<file path="config.mk">
export PLATFORM = sky130hd
export DESIGN_NAME = invg_loader
export DESIGN_NICKNAME = d
export VERILOG_FILES = /design/src/rtl/invg_loader.sv
export SDC_FILE = /design/constraint.sdc
export NUM_CORES = 1
export LEC_CHECK = 0
export CAP_MARGIN = 30
export CORE_MARGIN = 2
export CORE_UTILIZATION = 54
export CTS_CLUSTER_DIAMETER = 150
export DETAILED_ROUTE_END_ITERATION = 8
export HOLD_SLACK_MARGIN = 0.02
export PLACE_DENSITY = 0.84
export SETUP_SLACK_MARGIN = 0.2
export SYNTH_ARGS = -nofsm -noshare
export SYNTH_HDL_FRONTEND = slang
export SYNTH_SLANG_ARGS = --single-unit
</file>
<file path="constraint.sdc">
create_clock -name clk -period 4.05 [get_ports clk]
set_clock_uncertainty 0.15 [all_clocks]
set_input_delay 0.81 -clock clk [delete_from_list [all_inputs] [get_ports clk]]
set_output_delay 0.81 -clock clk [all_outputs]
set_load 0.02 [all_outputs]
</file>
<file path="src/rtl/invg_loader.sv">
// invg_loader: streams P centred coefficients of an Rq polynomial into the
// Invg coefficient store. Each accepted coefficient is range-checked and
// mapped to its canonical representative in [0, Q-1]. Out-of-range values
// are written as 0 and flagged with a sticky error. A one-cycle done pulse
// accompanies the final write.
module invg_loader #(
  parameter int RAM_WIDTH     = 13,
  parameter int RAM_ADDR_BITS = 11,
  parameter int P             = 757,
  parameter int Q             = 4591
) (
  input  logic                     clk,
  input  logic                     rst_n,
  input  logic                     start,
  input  logic                     in_valid,
  input  logic [RAM_WIDTH-1:0]     in_coef,
  output logic                     in_ready,
  output logic                     write_enable,
  output logic [RAM_ADDR_BITS-1:0] write_address,
  output logic [RAM_WIDTH-1:0]     input_data,
  output logic                     busy,
  output logic                     done,
  output logic                     range_err
);

  typedef enum logic [1:0] {
    S_IDLE = 2'd0,
    S_LOAD = 2'd1,
    S_DONE = 2'd2
  } state_t;

  localparam int                     HALF_Q   = (Q - 1) / 2;
  localparam logic [RAM_ADDR_BITS-1:0] LAST_IDX = RAM_ADDR_BITS'(P - 1);
  localparam logic [RAM_ADDR_BITS-1:0] ADDR_ONE = RAM_ADDR_BITS'(1);
  localparam logic [RAM_WIDTH:0]     Q_EXT    = (RAM_WIDTH + 1)'(Q);

  // True when the centred coefficient lies within +-(Q-1)/2.
  function automatic logic coef_in_range(input logic [RAM_WIDTH-1:0] c);
    int v;
    v = int'($signed(c));
    coef_in_range = (v >= -HALF_Q) && (v <= HALF_Q);
  endfunction

  // Canonical representative: negative values wrap by +Q in one extra bit,
  // out-of-range values are replaced with 0.
  function automatic logic [RAM_WIDTH-1:0] to_canonical(input logic [RAM_WIDTH-1:0] c);
    logic [RAM_WIDTH:0] ext;
    logic [RAM_WIDTH:0] sum;
    ext = {c[RAM_WIDTH-1], c};
    if (!coef_in_range(c)) begin
      sum = {(RAM_WIDTH + 1){1'b0}};
    end else if (c[RAM_WIDTH-1]) begin
      sum = ext + Q_EXT;
    end else begin
      sum = ext;
    end
    to_canonical = sum[RAM_WIDTH-1:0];
  endfunction

  state_t                   r_state;
  state_t                   w_state_nxt;
  logic                     w_in_ready;
  logic                     w_busy;
  logic                     w_accept;
  logic                     w_last;
  logic                     w_start_load;

  logic [RAM_ADDR_BITS-1:0] r_cnt;
  logic                     r_we;
  logic [RAM_ADDR_BITS-1:0] r_addr;
  logic [RAM_WIDTH-1:0]     r_data;
  logic                     r_err;
  logic                     r_done;

  assign w_accept     = in_valid & w_in_ready;
  assign w_last       = w_accept & (r_cnt == LAST_IDX);
  assign w_start_load = (r_state == S_IDLE) & start;

  // FSM state register.
  always_ff @(posedge clk or negedge rst_n) begin
    if (!rst_n) begin
      r_state <= S_IDLE;
    end else begin
      r_state <= w_state_nxt;
    end
  end

  // Next-state decode and state-derived handshake outputs.
  always_comb begin
    w_state_nxt = r_state;
    w_in_ready  = 1'b0;
    w_busy      = 1'b0;
    case (r_state)
      S_IDLE: begin
        if (start) begin
          w_state_nxt = S_LOAD;
        end else begin
          w_state_nxt = S_IDLE;
        end
      end
      S_LOAD: begin
        w_in_ready = 1'b1;
        w_busy     = 1'b1;
        if (w_last) begin
          w_state_nxt = S_DONE;
        end else begin
          w_state_nxt = S_LOAD;
        end
      end
      S_DONE: begin
        w_state_nxt = S_IDLE;
      end
      default: begin
        w_state_nxt = S_IDLE;
      end
    endcase
  end

  // Write port, coefficient counter, sticky range error and done pulse.
  always_ff @(posedge clk or negedge rst_n) begin
    if (!rst_n) begin
      r_cnt  <= {RAM_ADDR_BITS{1'b0}};
      r_we   <= 1'b0;
      r_addr <= {RAM_ADDR_BITS{1'b0}};
      r_data <= {RAM_WIDTH{1'b0}};
      r_err  <= 1'b0;
      r_done <= 1'b0;
    end else begin
      r_done <= w_last;
      if (w_start_load) begin
        r_cnt <= {RAM_ADDR_BITS{1'b0}};
        r_err <= 1'b0;
        r_we  <= 1'b0;
      end else if (w_accept) begin
        r_we   <= 1'b1;
        r_addr <= r_cnt;
        r_data <= to_canonical(in_coef);
        r_cnt  <= r_cnt + ADDR_ONE;
        if (!coef_in_range(in_coef)) begin
          r_err <= 1'b1;
        end else begin
          r_err <= r_err;
        end
      end else begin
        r_we <= 1'b0;
      end
    end
  end

  assign in_ready      = w_in_ready;
  assign busy          = w_busy;
  assign write_enable  = r_we;
  assign write_address = r_addr;
  assign input_data    = r_data;
  assign range_err     = r_err;
  assign done          = r_done;

endmodule

</file>
-- Yosys cells after proc, flatten, opt, wreduce, memory -nomap -nowiden
Cells that the tools add are included.
- input port bits: 17
- bits in registers: 40
- output and inout port bits: 29
- logic and storage cells: 36
- bitwise logic cells: 4
- $lt $le $gt $ge: 2
- reduce and logical (&&, ||, !) cells: 5
- $add $sub $neg: 2
- equal/unequal tests: 3
- mux-type cells: 13
- operator list (cell ; count):
    two-way mux 13 bit ; 2
    two-way mux 11 bit ; 2
    adder 13 bit, second input constant ; 1
    greater-or-equal comparator 13 bit, second input constant ; 1
    less-or-equal comparator 13 bit, second input constant ; 1
    adder 11 x 1 -> 11 bit, second input constant ; 1
    equality test 11 x 10 -> 1 bit, second input constant ; 1
    two-way mux 1 bit ; 7
    case mux 2 bit (2 select lines) ; 1
    AND reduction 2 bit ; 2
    AND 1 bit ; 3
    equality test 2 x 1 -> 1 bit, second input constant ; 1
    logical NOT 2 bit ; 1
    two-way mux 2 bit ; 1
    != test 2 bit, second input constant ; 1
    nonzero test 2 bit ; 1
    logical AND 1 bit ; 1
    inverter 1 bit ; 1

-- Longest topological paths before layout
Gate-level depths: netlist of run 1.
- depth after elaboration: 6
- mapped depth: 7
- gate-level depth less buffers: 6

-- Least setup slack after synthesis of run 1
OpenSTA, ideal clock, no wires.
- path kind: input to register
- from: input in_coef[1]
- to: register r_data[6], in the netlist input_data[6]
- data arrival time: 1.932 ns
- setup slack: 1.833 ns
- required time: 3.765 ns
- setup time: 0.135 ns
- path buffers: 0
- cell stages on the path: 6
- cell sequence: inv_1 > ha_1 > or3b_4 > a211oi_1 > xnor2_1 > o31ai_2
- cells in the longest elaborated chain, start to end: 3
- elaborated cells on any way between the ends: 6
- classes of those cells: add/sub (1); order compare (2); mux (2); reduce/logical (1)
- ends and longest elaborated chain (item ; RTL line ; source):
    start, declared ; 16 ; input logic [RAM_WIDTH-1:0] in_coef,
    adder 13 bit (tied with other cells) ; 53 ; sum = ext + Q_EXT;
    two-way mux 13 bit or logical AND 1 bit (tied branches) ; 52, 41 ;
    two-way mux 13 bit (*) ; 50 ; if (!coef_in_range(c)) begin
    end signal, assigned ; 125 ; r_data <= {RAM_WIDTH{1'b0}};
    end signal, assigned ; 137 ; r_data <= to_canonical(in_coef);
    end, declared ; 71 ; logic [RAM_WIDTH-1:0] r_data;
Mark *: on every way between the ends. The rest lies on a longest branch, timed or not.
A chain may end at the register's enable or synchronous reset.

-- Worst setup path in the final report of run 1
- from: input in_coef[0]
- to: register r_data[10], in the netlist input_data[10]
Same word-level chain as after synthesis.

==> out/qor.yml, run 1 <==
swShare_pct: 32.1
nets: 283
fill_cells: 311
fin_setup_tns_ps: 0
drv_slew: 0
overflow: 0
cp_num_buf_inv: 1
synth_area_leader_cell: "dfrtp_1"
path_cells: "clkdlybuf4s50_1, ha_1, and4b_2, o211ai_1, nand3_1, o41ai_2"
crit_required_ps: 4080
cp-start-kind: "input pin"
ys_seq_elements: 40
finalPower_w: 0.00106
drt_iter0_markers: 137
slowest_delay_ps: 650
grt_util_all_layers_pct: 21.9
max_slew_margin_pct: 43.2
synthFlopType: "dfrtp_1"
post_cts_buffers: 0
vdd_drop_max_mv: 0.240
initial_core_util_pct: 56.9
antenna_found_initial: 0
crit_family: "compound AO/OA/AOI/OAI gates"
grt_max_degree: 44
p_switching_w: 0.000339
arrival_ps: 2970
endpoint_kind: "flip-flop"
hold_class: "flip-flop to flip-flop"
netlist_area_um2: 2110
synth_cell_type_count: 47
grt_pass1_vias: 1579
die_h_um: 66.6
synthTopCellsByArea: "dfrtp_1, nand2_1, xor2_1"
min_delay_path_depth: 2
synth-edff-count: 0
cp.depth: 6
die_area_um2: 4430
seq_area_frac_synth_pct: 47.4
rrSetupSlack_ps: 1800
drt_first_pass_iters: 4
setup_viol: 0
dp_cells: 302
path_clk_slew_ps: 70
clock-root-buffer: "clkbuf_8"
worstHoldStart: "write_address[2]"
fp-row-count: 22
synth_nets: 242
min_to: "write_address[2]"
combPwrFrac_pct: 29.3
cts.sinks: 40
port_buffers: 45
status: "complete, no violations"
worstMarginPinSlew_ps: 852
yosys_warnings: 0
syn_area_per_cell_um2: 9.61
r2r_cells: 6
power_leakage_nw: 1.18
cp_max_fo: 11
seqPwrFrac_pct: 47.7
crit_slowest_cell: "clkdlybuf4s50_1"
core-area_um2: 3720
cts_max_level: 2
async_reset_ff_share_pct: 100
worstSetupPathType: "input pin to flip-flop"
fmax_mhz: 341
finalCriticalPeriod_ps: 2930
ios: 46
instances_no_fill: 309
hold_buffers: 0
cts_tree: "built"
drt-wirelength-per-cell_um: 13.6
diodes: 0
synthCells: 220
syn_to_final_growth_pct: 24.0
clkPwrFrac_pct: 23.0
die_x_um: 66.6
cap_violations: 0
post-route-period-util_pct: 72.4
insertion_delay_ps: 280
rr_startpoint: "r_state[1]"
clock_path_buffers: 2
powerDensity_nw_per_um2: 403
final_layout_size_suffix_gt1_share_pct: 8.05
via_per_inst: 5.53
gp_congestion: 0.841
drc_errors: 0
ant_nets: 0
wl_mm: 4.22
timing.rr.end: "r_cnt[10]"
cts_resized: 0
grt_first_pass_wirelength_mm: 7.39
yosysTopAreaCellShare_pct: 47.4
cts_buffers: 5
dp_hpwl_mm: 2.99
dr_total_vias: 1710
hold_viol: 0
internal_power_w: 0.000718
rsz0062_at_grt: "false"
[worst reg2reg max path, cell delays in order (launching register included)]
cell and delay, ps:
dfrtp_1 410, nor2b_4 180, nand2_4 270, inv_2 360
nand4_1 260, or3_1 410, a21oi_1 150
[cell type report]
class	count	area [um2]	area share (%)
Sequential cell	40	1000	38.2
Clock inverter	1	5.00	0.191
Timing Repair Buffer	46	453	17.3
Clock buffer	6	72.6	2.77
Inverter	9	33.8	1.29
Multi-Input combinational cell	159	995	38.0
Tap cell	48	60.1	2.29
[worst max-delay path by stage]
stage,startpoint,endpoint
final,in_coef[0],input_data[10]
after global routing,in_coef[0],input_data[10]
after CTS,in_coef[0],input_data[10]
after detailed placement,in_coef[0],input_data[10]
after global placement,in_coef[0],input_data[10]
after floorplan,in_coef[1],input_data[6]
[stage by stage]
step / hold slack (ps) / utilization [%] / instance area (um2) / worst slack, ps
after CTS: 331 / 70.5 / 2620 / 1150
after detailed placement: 313 / 68.4 / 2540 / 840
after global placement: 308 / 68.4 / 2540 / 914
after global routing: 364 / 70.5 / 2620 / 1000
after floorplan: 311 / - / 2110 / 1830
final: 327 / 70.5 / 2620 / 1120
[logic make-up (layout without fill, tap and decap cells)]
logic type               after synthesis  count (layout)  synth area share (%)
AND/OR/NAND/NOR                       98              98                  23.6
XOR/XNOR                              15              15                  6.22
buffers and inverters                 21              62                  5.57
adder cells (fa/ha/maj)                5               5                  2.96
multiplexers                           1               1                 0.474
flip-flops                            40              40                  47.4
AO/OA/AOI/OAI                         40              40                  13.9
[state kept, by name, summed over array words and instances, names as in the netlist]
name / cells
done: 1
write_address: 11
r_state: 2
r_cnt: 11
range_err: 1
write_enable: 1
input_data: 13
[Yosys cell counts, types with 2 or more instances]
cell	instances
nor4b_1	2
nor4_1	2
xnor2_1	6
nor2_1	8
nor2b_1	2
o31ai_1	7
and3_1	3
nand3_1	7
a21oi_1	9
o21ai_0	10
ha_1	5
o41ai_2	2
xor2_1	9
buf_4	3
inv_1	8
nand4_1	6
o31ai_2	2
nand2_1	52
clkbuf_1	5
or3_1	5
clkbuf_8	2
dfrtp_1	40
[cell usage in the layout, fill, tap and decap left out, drive strengths merged, types with 2 or more instances in the layout]
cell type,n
a21oi,9
dfrtp,40
or3,5
inv,9
o41ai,3
o31ai,9
nand3,7
xor2,9
nor2,8
o21ai,10
nor2b,3
and3,3
clkbuf,6
nor4b,3
nor4,2
clkdlybuf4s50,44
nand2,53
xnor2,6
ha,5
buf,2
nand4,6
[power by group through the flow]
| stage | clock network [W] | logic, W | registers, W |
|---|---|---|---|
| 3_5_place_dp | 0 | 0.000311 | 0.000511 |
| 5_1_grt | 0.000269 | 0.000344 | 0.000513 |
| 3_3_place_gp | 0 | 0.000306 | 0.000510 |
| 6_report | 0.000243 | 0.000309 | 0.000504 |
| 4_1_cts | 0.000250 | 0.000312 | 0.000504 |
| 2_1_floorplan | 0 | 0.000130 | 0.000554 |
[layer usage]
metal	up-vias	part of all wire [%]	GRT usage, %
li1	842	-	-
met1	808	50	32.3
met2	53	44	32.1
met3	7	4.8	3.55
met4	0	1.5	8.42
met5	-	0	0
No activity file was read; power rests on OpenSTA's default activity.
==> run 2, diff against run 1 <==
--- a/config.mk
+++ b/config.mk
@@ -7,11 +7,11 @@
 export LEC_CHECK = 0
 export CAP_MARGIN = 30
 export CORE_MARGIN = 2
-export CORE_UTILIZATION = 54
+export CORE_UTILIZATION = 45
 export CTS_CLUSTER_DIAMETER = 150
 export DETAILED_ROUTE_END_ITERATION = 8
 export HOLD_SLACK_MARGIN = 0.02
-export PLACE_DENSITY = 0.84
+export PLACE_DENSITY = 0.75
 export SETUP_SLACK_MARGIN = 0.2
 export SYNTH_ARGS = -nofsm -noshare
 export SYNTH_HDL_FRONTEND = slang
==> constraint.sdc (replaced) <==
create_clock -name clk -period 2.4 [get_ports clk]
set_clock_uncertainty 0.15 [all_clocks]
set_input_delay 0.48 -clock clk [delete_from_list [all_inputs] [get_ports clk]]
set_output_delay 0.48 -clock clk [all_outputs]
set_load 0.02 [all_outputs]
==> run 2 against run 1 <==
Worst hold slack lost 180 ps. First-iteration DRC count shrank 12%. Cell area grew 7.3%. Non-clock buffer count grew 23. Register-to-register slack lost 1100 ps. Critical path type is now flip-flop to primary output. Critical endpoint is now busy. Largest cell class is now multi-input gates.
==> out/qor.yml, run 2 (synthesis gave the netlist of run 1 again) <==
use_met3_pct: 4.72  # was 3.55%
whs_ps: 149  # was 327 ps
die_x_um: 72.5  # was 66.6 um
met1_usage_pct: 25.2  # was 32.3%
syn_to_final_growth_pct: 33.0  # was 24.0%
fp-row-count: 24  # was 22
dp_hpwl_mm: 3.43  # was 2.99 mm
grt_busiest_layer: "met2"  # was met1
via_per_inst: 5.28  # was 5.53
insertion_delay_ps: 290  # was 280 ps
cts.sinks: 40  # unchanged
core-area_um2: 4440  # was 3720 um2
pre_cts_ws_ps: -79.7  # was 840 ps
p_switching_w: 0.000589  # was 0.000339 W
drv_slew: 0  # unchanged
die_h_um: 72.5  # was 66.6 um
rsz0062_at_grt: "false"  # unchanged
internal_power_w: 0.00124  # was 0.000718 W
antenna_found_initial: 0  # unchanged
hold_viol: 0  # unchanged
final_layout_size_suffix_gt1_share_pct: 16.5  # was 8.05%
endpoint_kind: "primary output"  # was flip-flop
drt_first_pass_iters: 4  # unchanged
grt_util_all_layers_pct: 19.5  # was 21.9%
layout_common_cells: "nand2_1, clkdlybuf4s50_1, dfrtp_1, buf_4, o21ai_0"  # was nand2_1, clkdlybuf4s50_1, dfrtp_1, o21ai_0
grt_use_met2_pct: 30.9  # was 32.1%
layout_commonest_cell: "nand2_1"  # unchanged
drt-wirelength-per-cell_um: 13.8  # was 13.6 um
cts_tree: "built"  # unchanged
hold_buffers: 0  # unchanged
die_area_um2: 5260  # was 4430 um2
drt_iter0_markers: 120  # was 137
post-route-period-util_pct: 88.4
vdd_drop_max_mv: 0.422  # was 0.240 mV
overflow: 0  # unchanged
nets: 306  # was 283
cts_buffers: 5  # unchanged
ant_nets: 0  # unchanged
clock_path_buffers: 2  # unchanged
worstSetupPathType: "flip-flop to primary output"  # was input pin to flip-flop
wl_mm: 4.64  # was 4.22 mm
setup_viol: 0  # unchanged
swShare_pct: 32.3  # was 32.1%
drc_errors: 0  # unchanged
fill_cells: 411  # was 311
gp_congestion: 0.846  # was 0.841
crit_required_ps: 1770  # was 4080 ps
grt_first_pass_wirelength_mm: 7.93  # was 7.39 mm
cts_max_level: 2  # unchanged
clock-root-buffer: "clkbuf_8"  # unchanged
ios: 46  # unchanged
hold_class: "input pin to asynchronous set/reset pin"  # was flip-flop to flip-flop
diodes: 0  # unchanged
worstMarginPinSlew_ps: 863  # was 852 ps
combPwrFrac_pct: 30.2  # was 29.3%
clkPwrFrac_pct: 22.8  # was 23.0%
finalPower_w: 0.00183  # was 0.00106 W
max_slew_margin_pct: 42.5  # was 43.2%
cp-start-kind: "flip-flop"  # was input pin
initial_core_util_pct: 47.6  # was 56.9%
status: "complete, no violations"  # unchanged
finalCriticalPeriod_ps: 2120
setup_slack_ps: 278  # was 1120 ps
fmax_mhz: 471
port_buffers: 45  # unchanged
path_clk_slew_ps: 80  # was 70 ps
seqPwrFrac_pct: 47.0  # was 47.7%
powerDensity_nw_per_um2: 650  # was 403 nW/um2
grt_pass1_vias: 1732  # was 1,579
power_leakage_nw: 1.30  # was 1.18 nW
dr_total_vias: 1775  # was 1,710
cap_violations: 0  # unchanged
arrival_ps: 1490  # was 2970 ps
grt_max_degree: 43  # was 44
largest_reg_flops: 13  # unchanged
cp_max_fo: 4  # was 11
-- run 2: worst paths after layout --
check	start	endpoint	slack, ps	depth (start not counted)
setup reg to reg	r_state[1]	r_cnt[10]	680	6
setup / recovery	r_state[1]	busy	280	2
max in group asynchronous	rst_n	r_cnt[6]	1410	1
min in group clk	write_address[10]	write_address[10]	330	2
hold / removal	rst_n	input_data[2]	150	1
hold reg to reg	write_address[10]	write_address[10]	330	2
-- run 2: area by class of cell --
class | instances | area (um2) | share of cell area (%)
sequential | 40 | 1000 | 35.6
tap | 52 | 65.1 | 2.32
multi-input combinational | 159 | 1000 | 35.8
clock inverter | 1 | 5.00 | 0.178
timing repair buffer | 69 | 628 | 22.4
inverter | 9 | 33.8 | 1.20
clock buffer | 6 | 72.6 | 2.58
-- run 2: routing by layer --
layer / vias up / wire, um
met2: 49 / 2220
li1: 885 / -
met5: - / 0
met1: 833 / 2120
met3: 8 / 206
met4: 0 / 97
-- run 2: critical path, cell delays in order, from the launching register on --
cell             delay (ps)
dfrtp_1                 410
nor2b_4                 170
clkdlybuf4s50_1         620
-- run 2: what timing repair did --
item	in CTS	in global routing
setup buffers	0	0
resized for setup	0	4
endpoints found under the setup margin	0	5
-- run 2: power groups by stage --
stage / clock, W / combinational, W / sequential [W]
2_1_floorplan: 0 / 0.000219 / 0.000935
3_3_place_gp: 0 / 0.000547 / 0.000866
3_5_place_dp: 0 / 0.000556 / 0.000868
4_1_cts: 0.000429 / 0.000558 / 0.000857
5_1_grt: 0.000463 / 0.000605 / 0.000871
6_report: 0.000416 / 0.000552 / 0.000858
-- run 2: through the flow --
step / std cells / cell area (um2) / TNS [ps] / utilization (%)
floorplan: 220 / 2110 / 0 / -
global placement: 329 / 2720 / -0.700 / 61.2
detailed placement: 329 / 2720 / -129 / 61.2
finish: 336 / 2810 / 0 / 63.2
global route: 336 / 2810 / 0 / 63.2
CTS: 336 / 2800 / 0 / 63.0
==> run 3, diff against run 2 <==
--- a/config.mk
+++ b/config.mk
@@ -6,12 +6,12 @@
 export NUM_CORES = 1
 export LEC_CHECK = 0
 export CAP_MARGIN = 30
-export CORE_MARGIN = 2
-export CORE_UTILIZATION = 45
+export CORE_MARGIN = 3
+export CORE_UTILIZATION = 41
 export CTS_CLUSTER_DIAMETER = 150
 export DETAILED_ROUTE_END_ITERATION = 8
 export HOLD_SLACK_MARGIN = 0.02
-export PLACE_DENSITY = 0.75
+export PLACE_DENSITY = 0.69
 export SETUP_SLACK_MARGIN = 0.2
 export SYNTH_ARGS = -nofsm -noshare
 export SYNTH_HDL_FRONTEND = slang
==> run 3 against run 2 <==
Global-route usage is 2.9 points lower. Highest routed layer unchanged. Combinational power is 2% higher. Final cell count is 5.1% higher. First-iteration DRC count is 28% lower. Critical path type unchanged. Critical path depth stayed put. Largest cell class unchanged. Via count is 1.2% higher. Register-to-register slack hardly changed. Non-clock buffer count is 1 higher. Sequential share of layout area is 1.2 points lower. Routed wire length is 1.9% higher. Clock power is 29% higher.
==> out/qor.yml, run 3 (synthesis gave the netlist of run 1 again) <==
worstSetupPathType: "flip-flop to primary output"  # unchanged
drv_slew: 0  # unchanged
crit_start: "r_state[1]"  # unchanged
crit_slowest_cell: "clkdlybuf4s50_1"  # unchanged
clock_path_buffers: 2  # unchanged
crit_required_ps: 1770  # about the same
hold_class: "input pin to asynchronous set/reset pin"  # unchanged
wl_mm: 4.73  # was 4.64 mm
rr_startpoint: "r_state[1]"  # unchanged
fmax_mhz: 468  # was 471 MHz
ant_nets: 0  # unchanged
finalCriticalPeriod_ps: 2140  # was 2120 ps
fp-row-count: 25  # was 24
fill_cells: 434  # was 411
final_layout_size_suffix_gt1_share_pct: 16.4  # was 16.5%
port_buffers: 45  # unchanged
drc_errors: 0  # unchanged
seqPwrFrac_pct: 43.7  # was 47.0%
dr_total_vias: 1796  # was 1,775
drt_iter0_markers: 86  # was 120
vdd_drop_max_mv: 0.234  # was 0.422 mV
antenna_found_initial: 0  # unchanged
insertion_delay_ps: 290  # about the same
cts_tree: "built"  # unchanged
die_x_um: 77.8  # was 72.5 um
clock-root-buffer: "clkbuf_8"  # unchanged
post_cts_buffers: 0  # unchanged
clkPwrFrac_pct: 27.4  # was 22.8%
cts_buffers: 5  # unchanged
initial_core_util_pct: 43.6  # was 47.6%
dp_cells: 344  # was 329
endpoint_kind: "primary output"  # unchanged
powerDensity_nw_per_um2: 673  # was 650 nW/um2
dp_hpwl_mm: 3.47  # was 3.43 mm
nets: 307  # was 306
instances_no_fill: 353  # was 336
fin_setup_tns_ps: 0  # unchanged
grt_pass1_vias: 1814  # was 1,732
drt-wirelength-per-cell_um: 13.4  # was 13.8 um
rsz0062_at_grt: "false"  # unchanged
cp-start-kind: "flip-flop"  # unchanged
path_cells: "nor2b_4, clkdlybuf4s50_1"  # unchanged
grt_util_all_layers_pct: 16.6  # was 19.5%
die_area_um2: 6050  # was 5260 um2
via_per_inst: 5.09  # was 5.28
core-area_um2: 4850  # was 4440 um2
largest_reg_flops: 13  # unchanged
final_core_util_pct: 59.9  # was 63.2%
grt_first_pass_wirelength_mm: 8.06  # was 7.93 mm
setup_viol: 0  # unchanged
cts_max_level: 2  # unchanged
setup_slack_ps: 264  # was 278 ps
post-route-period-util_pct: 89.0  # was 88.4%
drt_first_pass_iters: 4  # unchanged
power_leakage_nw: 1.35  # was 1.30 nW
arrival_ps: 1510  # was 1490 ps
internal_power_w: 0.00136  # was 0.00124 W
cts.sinks: 40  # unchanged
combPwrFrac_pct: 28.9  # was 30.2%
pre_cts_ws_ps: -49.8  # was -79.7 ps
rrSetupSlack_ps: 680  # about the same
multiInputGateArea_um2: 1010  # was 1000 um2
register_area_um2: 1000  # unchanged
layout_commonest_cell: "nand2_1"  # unchanged
layout_common_cells: "nand2_1, clkdlybuf4s50_1, dfrtp_1, buf_4, o21ai_0"  # unchanged
diodes: 0  # unchanged
hold_viol: 0  # unchanged
cp_max_fo: 4  # unchanged
worstMarginPinSlew_ps: 595  # was 863 ps
slowest_delay_ps: 630  # was 620 ps
ios: 46  # unchanged
path_clk_slew_ps: 80  # about the same
status: "complete, no violations"  # unchanged
max_slew_margin_pct: 60.4  # was 42.5%
cap_violations: 0  # unchanged
die_h_um: 77.8  # was 72.5 um
p_switching_w: 0.000599  # was 0.000589 W
grt_max_degree: 43  # unchanged
syn_to_final_growth_pct: 37.5  # was 33.0%
swShare_pct: 30.6  # was 32.3%
gp_congestion: 0.844  # was 0.846
overflow: 0  # unchanged
[run 3: layer usage]
| layer | share of wire (%) | global-route usage [%] | wire (um) |
|---|---|---|---|
| met2 | 50 | 29.7 | 2380 |
| met4 | 1.2 | 6.76 | 59 |
| met3 | 4.4 | 3.13 | 206 |
| met5 | 0 | 0 | 0 |
| met1 | 44 | 19.2 | 2080 |
[run 3: area by class of cell]
cell class,count,area share [%]
repair buffers,70,23.0
inverters,9,1.16
flip-flops and latches,40,34.5
multi-input cells,159,34.8
clock buffers,6,2.50
well taps,67,2.89
clock inverters,2,1.21
[run 3: through the flow]
step	hold WS [ps]	cell area, um2	power, W
CTS	57.8	2860	0.00196
floorplan	34.4	2110	0.00115
finish	37.9	2910	0.00196
global placement	310	2750	0.00142
detailed placement	312	2750	0.00143
global route	86.3	2910	0.00206
[run 3: final timing paths]
check                           cells past startpoint          endpoint
min in group clk                                    2  write_address[8]
worst max-delay path                                2              busy
worst min-delay path                                1     input_data[3]
worst max register to register                      6         r_cnt[10]
max in group asynchronous                           2  write_address[8]
worst min register to register                      2  write_address[8]
[run 3: power groups by stage]
stage	sequential, W	combinational [W]	clock (W)
after floorplan	0.000935	0.000219	0
after global placement	0.000867	0.000552	0
after detailed placement	0.000868	0.000559	0
after CTS	0.000856	0.000561	0.000540
after global routing	0.000872	0.000613	0.000576
final	0.000855	0.000565	0.000536
[run 3: repair_timing]
action | CTS | global route
hold buffers | 0 | 0
resized for setup | 0 | 4
setup endpoints to repair | 0 | 3
[run 3: critical path: cells and delay by family, from the launching register on]
| kind | cells | cell delay, ps |
|---|---|---|
| and+or+nand+nor | 1 | 180 |
| DFF | 1 | 410 |
| buffers and inverters | 1 | 630 |
